<file path="config.mk">
export PLATFORM = sky130hd
export DESIGN_NAME = instr_fetch_unit
export DESIGN_NICKNAME = d
export VERILOG_FILES = /design/src/rtl/instr_fetch_unit_pkg.sv /design/src/rtl/instr_fetch_unit_fetch_buffer.sv /design/src/rtl/instr_fetch_unit.sv
export SDC_FILE = /design/constraint.sdc
export NUM_CORES = 1
export LEC_CHECK = 0
export ABC_AREA = 1
export BUFFER_PORTS_ARGS = -buffer_cell sky130_fd_sc_hd__buf_4
export CAP_MARGIN = 20
export CORE_MARGIN = 3
export CORE_UTILIZATION = 50
export CTS_CLUSTER_SIZE = 30
export DETAILED_ROUTE_END_ITERATION = 10
export GPL_TIMING_DRIVEN = 1
export HOLD_SLACK_MARGIN = 0.15
export PLACE_DENSITY = 0.72
export SKIP_CTS_REPAIR_TIMING = 1
export SLEW_MARGIN = 25
export SYNTH_ARGS = -nofsm -noshare
export SYNTH_HDL_FRONTEND = slang
export SYNTH_HIERARCHICAL = 1
export SYNTH_SLANG_ARGS = --single-unit
export TNS_END_PERCENT = 1
</file>
<file path="constraint.sdc">
create_clock -name clk -period 3.44 [get_ports clk]
set_clock_uncertainty 0.2 [all_clocks]
set_input_delay 0.344 -clock clk [delete_from_list [all_inputs] [get_ports clk]]
set_output_delay 0.344 -clock clk [all_outputs]
set_load 0.005 [all_outputs]
</file>
<file path="src/rtl/instr_fetch_unit_pkg.sv">
// Shared types and constants for the instruction fetch stage.
// Holds the fetch FSM encoding and the NOP word presented on empty IF/ID slots.
// No logic lives here; importers pick what they need.
package instr_fetch_unit_pkg;

  // addi x0, x0, 0 -- what the decoder sees when IF/ID is empty
  localparam logic [31:0] INST_NOP = 32'h0000_0013;

  typedef enum logic [1:0] {
    S_IDLE = 2'd0,  // just out of reset; ignores any stale response
    S_REQ  = 2'd1,  // presenting a fetch request
    S_WAIT = 2'd2,  // one good request outstanding
    S_DROP = 2'd3   // one wrong-path request outstanding, response gets discarded
  } fetch_state_e;

endpackage

</file>
<file path="src/rtl/instr_fetch_unit_fetch_buffer.sv">
// Two-entry IF/ID buffer: output register plus one skid slot, with push/pop/flush.
// Latency: a push is visible on the head one cycle later (registered head).
// Backpressure: pop only drains the head; skid_vld_o tells the fetcher to stop issuing.
module fetch_buffer
  import instr_fetch_unit_pkg::*;
#(
  parameter int              XLEN     = 32,
  parameter logic [XLEN-1:0] RESET_PC = '0
) (
  input  logic            clk,
  input  logic            rst_n,
  input  logic            flush_i,
  input  logic            push_i,
  input  logic [XLEN-1:0] push_pc_i,
  input  logic [XLEN-1:0] push_instr_i,
  input  logic            pop_i,
  output logic            head_vld_o,
  output logic [XLEN-1:0] head_pc_o,
  output logic [XLEN-1:0] head_instr_o,
  output logic            skid_vld_o
);

  logic            out_v_q, out_v_d;
  logic [XLEN-1:0] out_pc_q, out_pc_d;
  logic [XLEN-1:0] out_instr_q, out_instr_d;
  logic            skid_v_q, skid_v_d;
  logic [XLEN-1:0] skid_pc_q, skid_pc_d;
  logic [XLEN-1:0] skid_instr_q, skid_instr_d;
  logic            pop_eff;

  assign pop_eff = pop_i && out_v_q;

  // Next-state of both slots: flush wins, then pop/push ordering keeps entries in fetch order
  always_comb begin
    out_v_d      = out_v_q;
    out_pc_d     = out_pc_q;
    out_instr_d  = out_instr_q;
    skid_v_d     = skid_v_q;
    skid_pc_d    = skid_pc_q;
    skid_instr_d = skid_instr_q;
    if (flush_i) begin
      out_v_d  = 1'b0;
      skid_v_d = 1'b0;
    end else if (pop_eff) begin
      if (skid_v_q) begin
        out_v_d     = 1'b1;
        out_pc_d    = skid_pc_q;
        out_instr_d = skid_instr_q;
        skid_v_d    = push_i;
        if (push_i) begin
          skid_pc_d    = push_pc_i;
          skid_instr_d = push_instr_i;
        end
      end else if (push_i) begin
        out_v_d     = 1'b1;
        out_pc_d    = push_pc_i;
        out_instr_d = push_instr_i;
      end else begin
        out_v_d = 1'b0;
      end
    end else if (push_i) begin
      if (!out_v_q) begin
        out_v_d     = 1'b1;
        out_pc_d    = push_pc_i;
        out_instr_d = push_instr_i;
      end else begin
        skid_v_d     = 1'b1;
        skid_pc_d    = push_pc_i;
        skid_instr_d = push_instr_i;
      end
    end
  end

  // Slot registers
  always_ff @(posedge clk or negedge rst_n) begin
    if (!rst_n) begin
      out_v_q      <= 1'b0;
      out_pc_q     <= RESET_PC;
      out_instr_q  <= XLEN'(INST_NOP);
      skid_v_q     <= 1'b0;
      skid_pc_q    <= '0;
      skid_instr_q <= '0;
    end else begin
      out_v_q      <= out_v_d;
      out_pc_q     <= out_pc_d;
      out_instr_q  <= out_instr_d;
      skid_v_q     <= skid_v_d;
      skid_pc_q    <= skid_pc_d;
      skid_instr_q <= skid_instr_d;
    end
  end

  assign head_vld_o   = out_v_q;
  assign head_pc_o    = out_pc_q;
  assign head_instr_o = out_v_q ? out_instr_q : XLEN'(INST_NOP);
  assign skid_vld_o   = skid_v_q;

endmodule

</file>
<file path="src/rtl/instr_fetch_unit.sv">
// Fetch stage: PC, single-outstanding imem req/gnt/rvalid fetch, redirect handling, IF/ID output.
// Latency: gnt at T, rvalid at T+k -> if_valid_o at T+k+1.
// Backpressure: stall_i only holds the IF/ID head; issue stops when the skid slot is occupied.
module instr_fetch_unit
  import instr_fetch_unit_pkg::*;
#(
  parameter int              XLEN     = 32,
  parameter logic [XLEN-1:0] RESET_PC = '0
) (
  input  logic            clk,
  input  logic            rst_n,
  input  logic            stall_i,
  input  logic            redirect_i,
  input  logic [XLEN-1:0] redirect_pc_i,
  output logic            imem_req_o,
  output logic [XLEN-1:0] imem_addr_o,
  input  logic            imem_gnt_i,
  input  logic            imem_rvalid_i,
  input  logic [XLEN-1:0] imem_rdata_i,
  output logic            if_valid_o,
  output logic [XLEN-1:0] if_pc_o,
  output logic [XLEN-1:0] if_instr_o
);

  fetch_state_e    state_q, state_d;
  logic [XLEN-1:0] pc_q, pc_d;
  logic [XLEN-1:0] req_pc_q, req_pc_d;  // address of the request in flight
  logic [XLEN-1:0] redirect_tgt;
  logic            push;
  logic            consume;
  logic            skid_vld;

  assign redirect_tgt = {redirect_pc_i[XLEN-1:2], 2'b00};
  assign consume      = if_valid_o && !stall_i;
  assign imem_addr_o  = pc_q;

  // Fetch FSM: issue, wait for the response, or discard a wrong-path response; redirect always reloads the PC
  always_comb begin
    state_d    = state_q;
    pc_d       = pc_q;
    req_pc_d   = req_pc_q;
    imem_req_o = 1'b0;
    push       = 1'b0;
    case (state_q)
      S_IDLE: state_d = S_REQ;
      S_REQ: begin
        imem_req_o = !skid_vld;
        if (imem_req_o && imem_gnt_i) begin
          req_pc_d = pc_q;
          pc_d     = pc_q + XLEN'(4);
          state_d  = redirect_i ? S_DROP : S_WAIT;
        end
      end
      S_WAIT: begin
        if (imem_rvalid_i) begin
          push    = !redirect_i;
          state_d = S_REQ;
        end else if (redirect_i) begin
          state_d = S_DROP;
        end
      end
      S_DROP: begin
        if (imem_rvalid_i) state_d = S_REQ;
      end
      default: state_d = S_IDLE;
    endcase
    if (redirect_i) pc_d = redirect_tgt;
  end

  // FSM and PC registers
  always_ff @(posedge clk or negedge rst_n) begin
    if (!rst_n) begin
      state_q  <= S_IDLE;
      pc_q     <= RESET_PC;
      req_pc_q <= RESET_PC;
    end else begin
      state_q  <= state_d;
      pc_q     <= pc_d;
      req_pc_q <= req_pc_d;
    end
  end

  fetch_buffer #(
    .XLEN     (XLEN),
    .RESET_PC (RESET_PC)
  ) u_fetch_buffer (
    .clk          (clk),
    .rst_n        (rst_n),
    .flush_i      (redirect_i),
    .push_i       (push),
    .push_pc_i    (req_pc_q),
    .push_instr_i (imem_rdata_i),
    .pop_i        (consume),
    .head_vld_o   (if_valid_o),
    .head_pc_o    (if_pc_o),
    .head_instr_o (if_instr_o),
    .skid_vld_o   (skid_vld)
  );

endmodule

</file>
* Yosys cells after proc, flatten, opt, wreduce, memory -nomap -nowiden
Index checks and enable logic that the tools add are counted.
** Storage, ports and cells
- Register bits :: 196
- Output and inout bits :: 98
- Logic and storage cells :: 81
** Cells by class
- Add/sub/neg operators :: 1
- Equal/unequal tests :: 9
- Multiplexer cells :: 41
- Bitwise logic cells :: 1
- Reductions and logical operators :: 20
** Operators by type and width (count)
- 2-to-1 mux 32 bit :: 22
- adder 32 x 3 -> 32 bit (second input constant) :: 1
- 2-to-1 mux 1 bit :: 14
- nonzero test 2 bit :: 5
- 2-to-1 mux 2 bit :: 4
- one-hot mux 2 bit (4 select lines) :: 1
- != test 2 bit (second input constant) :: 3
- AND reduction 2 bit :: 3
- nonzero test 3 bit :: 2
- AND reduction 5 bit :: 1
- == test 2 bit (second input constant) :: 2
- != test 2 x 1 -> 1 bit (second input constant) :: 2
- AND reduction 4 bit :: 1
- logical AND 1 bit :: 3
- logical NOT 1 bit :: 3
- != test 3 bit (second input constant) :: 1
- AND reduction 3 bit :: 1
- == test 2 x 1 -> 1 bit (second input constant) :: 1
- logical NOT 2 bit :: 1
- inverter 1 bit :: 1

* Logic depth before layout (Yosys ltp)
Gate-level depths: netlist of the first run.
- Depth after elaboration :: 7
- Gate-level depth with buffers :: 11

* By module
Netlist of the first run, hierarchy kept.
** Modules (own cells, without submodules)
- fetch_buffer :: instances 1, cells an instance 848, area each 6271.0 um^2
- instr_fetch_unit :: instances 1, cells an instance 487, area each 3515.9 um^2

* Worst setup path after synthesis of the first run
Ideal clock, no wire load.
- Path type :: input-to-reg
- Start point :: input port redirect_i
- End point :: register u_fetch_buffer.out_pc_q[0] (netlist: u_fetch_buffer/head_pc_o[0])
- Setup time :: 0.065 ns
- Data arrival time :: 1.677 ns
- Path slack :: 1.498 ns
- Stages on the path :: 8
- Buffers on the path :: 3
- Cell sequence :: buf_2 > clkbuf_1 > nor3_1 > inv_1 > a21oi_4 > buf_6 > nand2_1 > nand2_1
** On the way
- Cells in the longest elaborated chain, start to end :: 5
- Elaborated cells on any way between the ends :: 7
** Ends and longest elaborated chain
- start, declared :: line instr_fetch_unit.sv:13 : input logic redirect_i,
- logical NOT 1 bit * :: line instr_fetch_unit.sv:56 : push = !redirect_i;
- 2-to-1 mux 1 bit * :: line instr_fetch_unit.sv:55 : if (imem_rvalid_i) begin
- 2-to-1 mux 1 bit * :: line instr_fetch_unit.sv:44 : case (state_q)
- named net push :: line instr_fetch_unit.sv:29 : logic push;
- nonzero test 2 bit (no source line)
- AND reduction 4 bit (no source line) *
- end signal, assigned :: line instr_fetch_unit_fetch_buffer.sv:85 : out_pc_q <= out_pc_d;
- end, declared :: line instr_fetch_unit_fetch_buffer.sv:24 : logic [XLEN-1:0] out_pc_q, out_pc_d;
Mark *: on every way through the listed nets, which the timed path passes. The rest lies on a longest branch.
A chain may end at the register's enable or synchronous reset.

* Worst setup path after layout of the first run
- Start point :: register u_fetch_buffer.out_v_q (netlist: u_fetch_buffer/head_vld_o)
- End point :: register u_fetch_buffer.skid_pc_q[8]
** On the way
- Cells in the longest elaborated chain, start to end :: 4
- Elaborated cells on any way between the ends :: 7
** Ends and longest elaborated chain
- start, declared :: line instr_fetch_unit_fetch_buffer.sv:23 : logic out_v_q, out_v_d;
- start signal, assigned :: line instr_fetch_unit_fetch_buffer.sv:84 : out_v_q <= out_v_d;
- logical AND 1 bit * :: line instr_fetch_unit.sv:34 : assign consume = if_valid_o && !stall_i;
- named net consume :: line instr_fetch_unit.sv:30 : logic consume;
- logical AND 1 bit * :: line instr_fetch_unit_fetch_buffer.sv:31 : assign pop_eff = pop_i && out_v_q;
- != test 2 x 1 -> 1 bit (no source line) or nonzero test 2 bit (tied branches)
- AND reduction 5 bit (no source line)
- end signal, assigned :: line instr_fetch_unit_fetch_buffer.sv:88 : skid_pc_q <= skid_pc_d;
- end, declared :: line instr_fetch_unit_fetch_buffer.sv:27 : logic [XLEN-1:0] skid_pc_q, skid_pc_d;
Marks and branches as above.

==> results.md, run 1 <==
* Status: complete, no violations
* Die H at 146 µm
* Crit end category: register
* Tmin final at 2.71 ns
* Total global routing overflow at 0
* Final setup viols at 0
* TritonRoute pass-1 iters at 4
* DIE AREA at 21300 µm²
* DR vias/cell at 5.01
* Commonest non-fill, non-tap cell in the layout: nand2_1
* Max VDD drop at 0.397 mV
* Reg2Reg Depth at 9
* Post-Route Setup TNS at 0 ns
* Hold Crit Class: input pin to register
* DR WL/cell at 14.3 µm
* Synthesized area per cell at 7.33 µm²
* Hold Fails Final Rpt at 0
* Combinational family with the most area after synthesis: simple AND/OR/NAND/NOR gates
* Synth cell types at 27
* Worst-Margin Slew at 0.761 ns
* Placement Rows at 50
* Clock-pin slew on the worst setup and hold paths at 0.07 ns
* Synth Area in Simple Gates at 37.7%
* Area Overhead vs Synth at 26.1%
* Core footprint at 19000 µm²
* Power Density at 560 nW/µm²
* Largest net degree at the start of global routing at 79
* Max Buffers Root-to-Sink at 2
* Number of DRC markers in iteration 0 at 613
* Total CTS buffers at 17
* H-tree depth at 4
* Final period util at 78.8%
* Seq/Total Area, Yosys at 49.1%
* FMAX at 369 MHz
* Share of layout cells above drive strength 1 at 15.9%
* Compound-cell area share of the yosys netlist at 4.03%
* Pins Over Slew Limit at 0
* Placer congestion estimate at 0.910
* Largest cells by area after synthesis: dfrtp_1, nand2_1, nand3_1
* CP Max Fanout at 39
* Area share of fa/ha/maj cells after synthesis at 0.511%
* Pre-CTS setup slack at 0.764 ns
* HPWL Detailed at 16300 µm
* RSZ-0062 raised after global routing: no
* Top-Level Pins at 168
* Leakage at 6.88 nW
* Worst setup SP type: register
* Die X at 146 µm
* Crit path arrival time at 2.82 ns
* Power, Total at 6.92 mW
* CTS root buffer: clkbuf_16
* Worst setup path class: register to register
* Synth Instances at 1335
* Synth top area share at 48.3%
* Residual DRC count at 0
* Drt total wl at 25800 µm
* Initial Utilization at 51.6%
* Antenna Cells at 0
* Util after Layout at 65.1%
* Max Cap Viol at 0
* Post-route ant nets at 0
* Seq cells post-synth at 192
* Hold Worst Slack at 0.150 ns
* Slew headroom at 49.3%
* PortBufs at 163
* Most frequent cells in the layout: nand2_1, dfrtp_1, buf_4
* CTS tree: built
* Mux share of post-synthesis cell area at 0%
* Clock Sinks at 192
* Vias in the first global route at 8256
* WHS Path Cells at 3
* Leading area contributor after synthesis: dfrtp_1
* Clock latency at the later pin of the worst-skew pair at 0.42 ns
* All-Layer GR Usage at 23.6%
* Ys Warns at 6
* Fin nets at 1607
* DR vias at 9038
* Post-synthesis xor/xnor area fraction at 0.447%
* Critical Path RT at 3.55 ns
* Global-route wire length before repair at 41700 µm
* Initial antenna violation count at 0
* Worst setup margin at 0.728 ns
* Area of the mapped netlist at 9790 µm²
==> registers in the layout (all words and copies together) (netlist names) <==
signal / count
u_fetch_buffer/skid_instr_q: 32
u_fetch_buffer/head_pc_o: 32
imem_addr_o: 30
req_pc_q: 30
state_q: 2
u_fetch_buffer/head_vld_o: 1
u_fetch_buffer/out_instr_q: 32
u_fetch_buffer/skid_pc_q: 32
u_fetch_buffer/skid_vld_o: 1
==> logic make-up (layout without fill, tap and decap cells) <==
logic type,Yosys count,count (layout)
AO/OA/AOI/OAI,73,73
XOR/XNOR,5,5
adder cells (fa/ha/maj),4,4
buffers and inverters,170,374
flip-flops,192,192
other,1,6
AND/OR/NAND/NOR,890,890
==> critical path: stages (launching register included) <==
cell and delay [ns]:
dfrtp_1 0.39, buf_4 0.26, inv_1 0.06, nor2_1 0.19, nand3_2 0.35, nand2_2 0.18
nand2_2 0.35, buf_4 0.43, nand2_1 0.12, nand2_1 0.06
==> area by class of cell <==
cell class | instances | area, µm²
Sequential cell | 192 | 4810
Timing Repair Buffer | 246 | 2040
Inverter | 98 | 368
Fill cell | 1677 | 6610
Multi-Input combinational cell | 978 | 4210
Clock buffer | 20 | 457
Clock inverter | 10 | 138
Tap cell | 260 | 325
==> metrics by stage <==
stage	instance area [µm²]	std cells
2_1_floorplan	9810	1340
5_1_grt	12300	1804
3_5_place_dp	11100	1708
3_3_place_gp	11100	1708
4_1_cts	11700	1738
6_report	12300	1804
==> final timing paths <==
check / start / slack (ns) / to
max in group asynchronous: rst_n / 1.90 / u_fetch_buffer/skid_instr_q[6]
worst max register to register: u_fetch_buffer/head_vld_o / 0.73 / u_fetch_buffer/skid_pc_q[8]
worst min-delay path: redirect_i / 0.15 / imem_addr_o[12]
worst max-delay path: u_fetch_buffer/head_vld_o / 0.73 / u_fetch_buffer/skid_pc_q[8]
worst min register to register: u_fetch_buffer/out_instr_q[4] / 0.27 / u_fetch_buffer/out_instr_q[4]
min in group asynchronous: rst_n / 0.29 / u_fetch_buffer/out_instr_q[18]
==> per-layer routing <==
metal | part of all wire [%] | GRT usage, % | wire length, µm
met3 | 7.4 | 4.61 | 1890
met4 | 0.80 | 4.46 | 206
met2 | 47 | 37.9 | 12100
met1 | 45 | 33.9 | 11500
met5 | 0 | 0 | 0
==> synth_stat cells <==
| library cell | number |
|---|---|
| conb_1 | 1 |
| buf_2 | 39 |
| buf_6 | 12 |
| inv_1 | 95 |
| a21oi_1 | 8 |
| xor2_1 | 5 |
| o21bai_1 | 4 |
| nand2_1 | 652 |
| dfstp_2 | 3 |
| nor3_1 | 2 |
| or2_2 | 3 |
| o21ai_0 | 57 |
| ha_1 | 4 |
| clkbuf_1 | 15 |
| o211ai_1 | 3 |
| inv_2 | 3 |
| nor2_2 | 5 |
| nand2_2 | 6 |
| nand3_1 | 172 |
| a21oi_4 | 1 |
| nor2_1 | 36 |
| dfrtp_1 | 189 |
| nor2_4 | 8 |
| nand3_2 | 1 |
| and2_1 | 2 |
| buf_4 | 6 |
| nand2_4 | 3 |
==> power by group <==
group	internal [mW]	leakage, nW	total [mW]	switching, mW
sequential	2.79	2.52	3.22	0.426
combinational	0.771	4.07	1.69	0.917
clock	1.17	0.288	2.01	0.840
total	4.73	6.88	6.92	2.18
Note: power is estimated with default switching activity, not from simulation.
==> run 2, diff against run 1 <==
- clock period: 3.44 -> 2.6 ns (I/O delays scaled with it)
==> results.md, run 2 (synthesis results as in run 1) <==
* Die H at 146 µm (unchanged)
* Kind of cell adding the most delay to the critical path: buffers and inverters
* Post-placement cell count at 1715 (+0.41%)
* Max Buffers Root-to-Sink at 2 (unchanged)
* Crit path arrival time at 2.44 ns (-0.38 ns)
* Area after DPL at 11200 µm² (+0.70%)
* All-Layer GR Usage at 23.3% (-0.34 points)
* Post-route ant nets at 0 (unchanged)
* Post-Route Setup TNS at 0 ns (unchanged)
* DIE AREA at 21300 µm² (unchanged)
* Worst-Margin Slew at 0.537 ns (-0.224 ns)
* DR WL/cell at 14.3 µm (+0.41%)
* Placement Rows at 50 (unchanged)
* Pre-CTS setup slack at 0.393 ns (-0.371 ns)
* Top-Level Pins at 168 (unchanged)
* Initial Utilization at 51.6% (unchanged)
* Die X at 146 µm (unchanged)
* Fin nets at 1624 (+1.1%)
* Share of layout cells above drive strength 1 at 16.3% (+0.34 points)
* Crit end category: register
* Worst setup SP type: register
* Clock Sinks at 192 (unchanged)
* Clock latency at the later pin of the worst-skew pair at 0.43 ns (about the same)
* Core footprint at 19000 µm² (unchanged)
* Status: complete, no violations
* TritonRoute pass-1 iters at 5 (+1)
* Worst r2r src: state_q[0]
* Most Frequent Cell on Critical Path: inv_1
* Vias in the first global route at 8160 (-1.2%)
* Area Overhead vs Synth at 28.1%
* Critical Path Max Stage Delay at 0.42 ns (about the same)
* Util after Layout at 66.1% (+1.0 points)
* Non-Filler Instances at 1821 (+0.94%)
* Antenna Cells at 0 (unchanged)
* Slew headroom at 64.2% (+15 points)
* Reg2Reg Depth at 9 (unchanged)
* Tmin final at 2.28 ns (-0.431 ns)
* Pins Over Slew Limit at 0 (unchanged)
* Total CTS buffers at 17 (unchanged)
* CP Max Fanout at 23 (-41%)
* Initial antenna violation count at 0 (unchanged)
* Commonest non-fill, non-tap cell in the layout: nand2_1
* Crit path buf inv count at 4 (+1)
* DR vias at 9131 (+1.0%)
* Largest net degree at the start of global routing at 63 (-20%)
* Number of DRC markers in iteration 0 at 577 (-5.9%)
* CTS root buffer: clkbuf_16
* Max VDD drop at 0.529 mV (+33%)
* Worst setup path class: register to register
* RSZ-0062 raised after global routing: no
* Worst path slowest cell: nor3_1
* H-tree depth at 4 (unchanged)
* CTS tree: built
* Residual DRC count at 0 (unchanged)
* Leakage at 6.96 nW (+1.1%)
* Final setup viols at 0 (unchanged)
* Hold Crit Class: input pin to register
* Critical Path RT at 2.76 ns (-0.79 ns)
* R2R setup slack at 0.32 ns (-0.41 ns)
* Final instance area at 12500 µm² (+1.5%)
* PortBufs at 163 (unchanged)
* Total global routing overflow at 0 (unchanged)
* Hold Fails Final Rpt at 0 (unchanged)
* FMAX at 438 MHz (+19%)
* Power Density at 739 nW/µm² (+32%)
* Hold Worst Slack at 0.154 ns (+0.00377 ns)
* Max Cap Viol at 0 (unchanged)
* Setup crit end: u_fetch_buffer/out_instr_q[26]
* Drt total wl at 26100 µm (+1.4%)
* DR vias/cell at 5.01 (about the same)
* Critical path depth in cells at 9 (unchanged)
* Most frequent cells in the layout: nand2_1, dfrtp_1, buf_4
* Crit path from: state_q[0]
* Crit-path cells: inv_1 > ha_1 > inv_1 > nor3_1 > inv_1 > a21oi_4 > buf_4 > nand2_1 > nand2_1
* Worst R2R End: u_fetch_buffer/out_instr_q[26]
* Power, Total at 9.26 mW (+34%)
* Clock-pin slew on the worst setup and hold paths at 0.07 ns (about the same)
* Final period util at 87.7% (+8.9 points)
* HPWL Detailed at 16800 µm (+2.8%)
* Global-route wire length before repair at 40800 µm (-2.2%)
* Placer congestion estimate at 0.934 (+2.7%)
* Worst setup margin at 0.319 ns (-0.409 ns)
[run 2: report_power, final]
part | switching [mW] | internal (mW)
clock | 1.11 | 1.62
sequential | 0.572 | 3.69
combinational | 1.23 | 1.04
[run 2: final cells by class]
type                    instances  area [µm²]
clock buffers                  18         439
clock inverters                12         168
fillers                      1648        6420
inverters                      98         368
multi-input cells             978        4210
flip-flops and latches        192        4810
well taps                     260         325
repair buffers                263        2220
[run 2: per-layer routing]
| metal | share of wire (%) | vias to the layer above | GRT usage [%] | wire length, µm |
|---|---|---|---|---|
| met3 | 6.2 | 32 | 3.77 | 1620 |
| met5 | 0 | - | 0 | 0 |
| met2 | 48 | 300 | 37.5 | 12600 |
| li1 | - | 4562 | - | - |
| met4 | 1.4 | 0 | 6.32 | 369 |
| met1 | 44 | 4237 | 33.1 | 11500 |
[run 2: worst min-delay path by stage]
stage	startpoint	slack, ns	end	cells after the start
3_3_place_gp	rst_n	0.09	u_fetch_buffer/out_instr_q[18]	1
2_1_floorplan	rst_n	-0.24	imem_addr_o[10]	0
6_report	redirect_i	0.15	imem_addr_o[19]	5
5_1_grt	redirect_i	0.16	imem_addr_o[21]	5
4_1_cts	rst_n	-0.37	u_fetch_buffer/out_instr_q[18]	1
3_5_place_dp	rst_n	0.1	u_fetch_buffer/out_instr_q[18]	1
[run 2: worst register-to-register path, stage by stage (launching register included)]
cell and delay [ns]:
dfrtp_1 0.40, inv_1 0.08, ha_1 0.17, inv_1 0.06
nor3_1 0.42, inv_1 0.20, a21oi_4 0.22, buf_4 0.30
nand2_1 0.09, nand2_1 0.08
==> run 3, diff against run 2 <==
- PLACE_DENSITY: 0.72 -> default
- PLACE_DENSITY_LB_ADDON: default -> 0.12
==> results.md, run 3 (synthesis results as in run 1) <==
* Slew headroom at 63.5% (-0.69 points)
* Met2 WL post-DR at 11900 µm (-5.8%)
* Worst R2R End: u_fetch_buffer/head_pc_o[3]
* Total CTS buffers at 17 (unchanged)
* Max Buffers Root-to-Sink at 2 (unchanged)
* Post-Route Setup TNS at 0 ns (unchanged)
* Largest net degree at the start of global routing at 65 (+3.2%)
* Residual DRC count at 0 (unchanged)
* Min-Delay Startpoint: stall_i
* CP Max Fanout at 43 (+87%)
* PortBufs at 163 (unchanged)
* Final period util at 91.3% (+3.6 points)
* RSZ-0062 raised after global routing: no
* Leakage at 6.93 nW (-0.50%)
* Power, Total at 8.97 mW (-3.2%)
* Crit path arrival time at 1.91 ns (-0.53 ns)
* CTS root buffer: clkbuf_16
* Hold Fails Final Rpt at 0 (unchanged)
* Area Overhead vs Synth at 27.5%
* Drt total wl at 25400 µm (-2.6%)
* Critical Path RT at 2.14 ns (-0.62 ns)
* Max Cap Viol at 0 (unchanged)
* Clock latency at the later pin of the worst-skew pair at 0.43 ns (about the same)
* Initial antenna violation count at 0 (unchanged)
* DR vias/cell at 4.94 (-1.4%)
* Top-Level Pins at 168 (unchanged)
* Final setup viols at 0 (unchanged)
* Metal1 wirelength at 11400 µm (-1.4%)
* R2R setup slack at 0.27 ns (-0.05 ns)
* Reg2Reg Depth at 10 (+1)
* Placement Rows at 50 (unchanged)
* Clock-pin slew on the worst setup and hold paths at 0.06 ns (about the same)
* Tmin final at 2.37 ns (+0.0928 ns)
* Die H at 146 µm (unchanged)
* Fin nets at 1623 (-0.062%)
* H-tree depth at 4 (unchanged)
* Antenna Cells at 0 (unchanged)
* Initial Utilization at 51.6% (unchanged)
* Global-route wire length before repair at 40200 µm (-1.4%)
* Post-route ant nets at 0 (unchanged)
* Pre-CTS setup slack at 0.324 ns (-0.0686 ns)
* Commonest non-fill, non-tap cell in the layout: nand2_1
* All-Layer GR Usage at 22.9% (-0.41 points)
* Worst setup margin at 0.226 ns (-0.0928 ns)
* DIE AREA at 21300 µm² (unchanged)
* Status: complete, no violations
* Met3 WL post-DR at 1710 µm (+5.2%)
* Placer congestion estimate at 0.896 (-4.1%)
* Total global routing overflow at 0 (unchanged)
* Pins Over Slew Limit at 0 (unchanged)
* HPWL Detailed at 16500 µm (-2.0%)
* DR vias at 8998 (-1.5%)
* Worst setup path class: register to primary output
* Worst setup SP type: register
* Max VDD drop at 0.483 mV (-8.7%)
* WHS Path Cells at 5 (unchanged)
* Power Density at 718 nW/µm² (-2.8%)
* Highest routed layer: met4
* TritonRoute pass-1 iters at 5 (unchanged)
* Number of DRC markers in iteration 0 at 641 (+11%)
* Share of layout cells above drive strength 1 at 16.0% (-0.25 points)
* Hold Crit Class: input pin to register
* Hold Path End: u_fetch_buffer/skid_vld_o
* Die X at 146 µm (unchanged)
* Worst r2r src: state_q[0]
* Vias in the first global route at 7976 (-2.3%)
* DR WL/cell at 14.0 µm (-2.5%)
* CTS tree: built
* Clock Sinks at 192 (unchanged)
* FMAX at 421 MHz (-3.9%)
* Core footprint at 19000 µm² (unchanged)
* Most frequent cells in the layout: nand2_1, dfrtp_1, buf_4
* Worst-Margin Slew at 0.544 ns (+0.00624 ns)
* Fillers at 1680 (+1.9%)
* Crit end category: primary output
run 3: changes by cell type in the layout (fill, tap and decap cells not counted):
cell and delta:
clkbuf_1 +4, bufinv_16 -3, clkbuf_8 +3, clkinv_2 -3
buf_12 +1, buf_4 -1, clkinvlp_4 -1, dlygate4sd3_1 -1
run 3: per-layer routing:
| layer | vias to the layer above | track usage (%) |
|---|---|---|
| met5 | - | 0 |
| li1 | 4561 | - |
| met1 | 4081 | 32.9 |
| met2 | 321 | 35.8 |
| met4 | 0 | 7.26 |
| met3 | 35 | 3.64 |
run 3: cell type report:
cell class	count	area, µm²	share of cell area [%]
sequential	192	4810	38.5
multi-input combinational	978	4210	33.7
timing repair buffer	262	2220	17.8
clock buffer	25	495	3.97
inverter	98	368	2.95
tap	260	325	2.61
clock inverter	5	55.1	0.441
run 3: power by group:
group	internal, mW	switching, mW	leakage, nW	total [mW]
Clock	1.41	1.06	0.265	2.47
Sequential	3.69	0.562	2.52	4.25
Combinational	1.04	1.20	4.14	2.24
Total	6.14	2.82	6.93	8.97
run 3: how the worst max path moves through the flow:
stage,startpoint,endpoint
detailed placement,state_q[0],u_fetch_buffer/head_pc_o[3]
global route,state_q[0],u_fetch_buffer/head_pc_o[24]
CTS,u_fetch_buffer/skid_vld_o,imem_req_o
floorplan,state_q[0],u_fetch_buffer/head_pc_o[0]
finish,u_fetch_buffer/skid_vld_o,imem_req_o
global placement,state_q[0],u_fetch_buffer/head_pc_o[4]
run 3: critical path, stage by stage (launching register included):
cell	delay, ns
dfrtp_2	0.36
buf_4	0.31
buf_4	0.50
nor2_1	0.14
buf_4	0.16
run 3: per-stage QoR:
step                instances  hold slack, ns  util (%)  instance area (µm²)
floorplan                1340          -0.236         -                 9810
global placement         1715          0.0788      59.0                11200
detailed placement       1715          0.0741      59.0                11200
CTS                      1745          -0.390      61.9                11700
global route             1820           0.186      65.8                12500
finish                   1820           0.140      65.8                12500
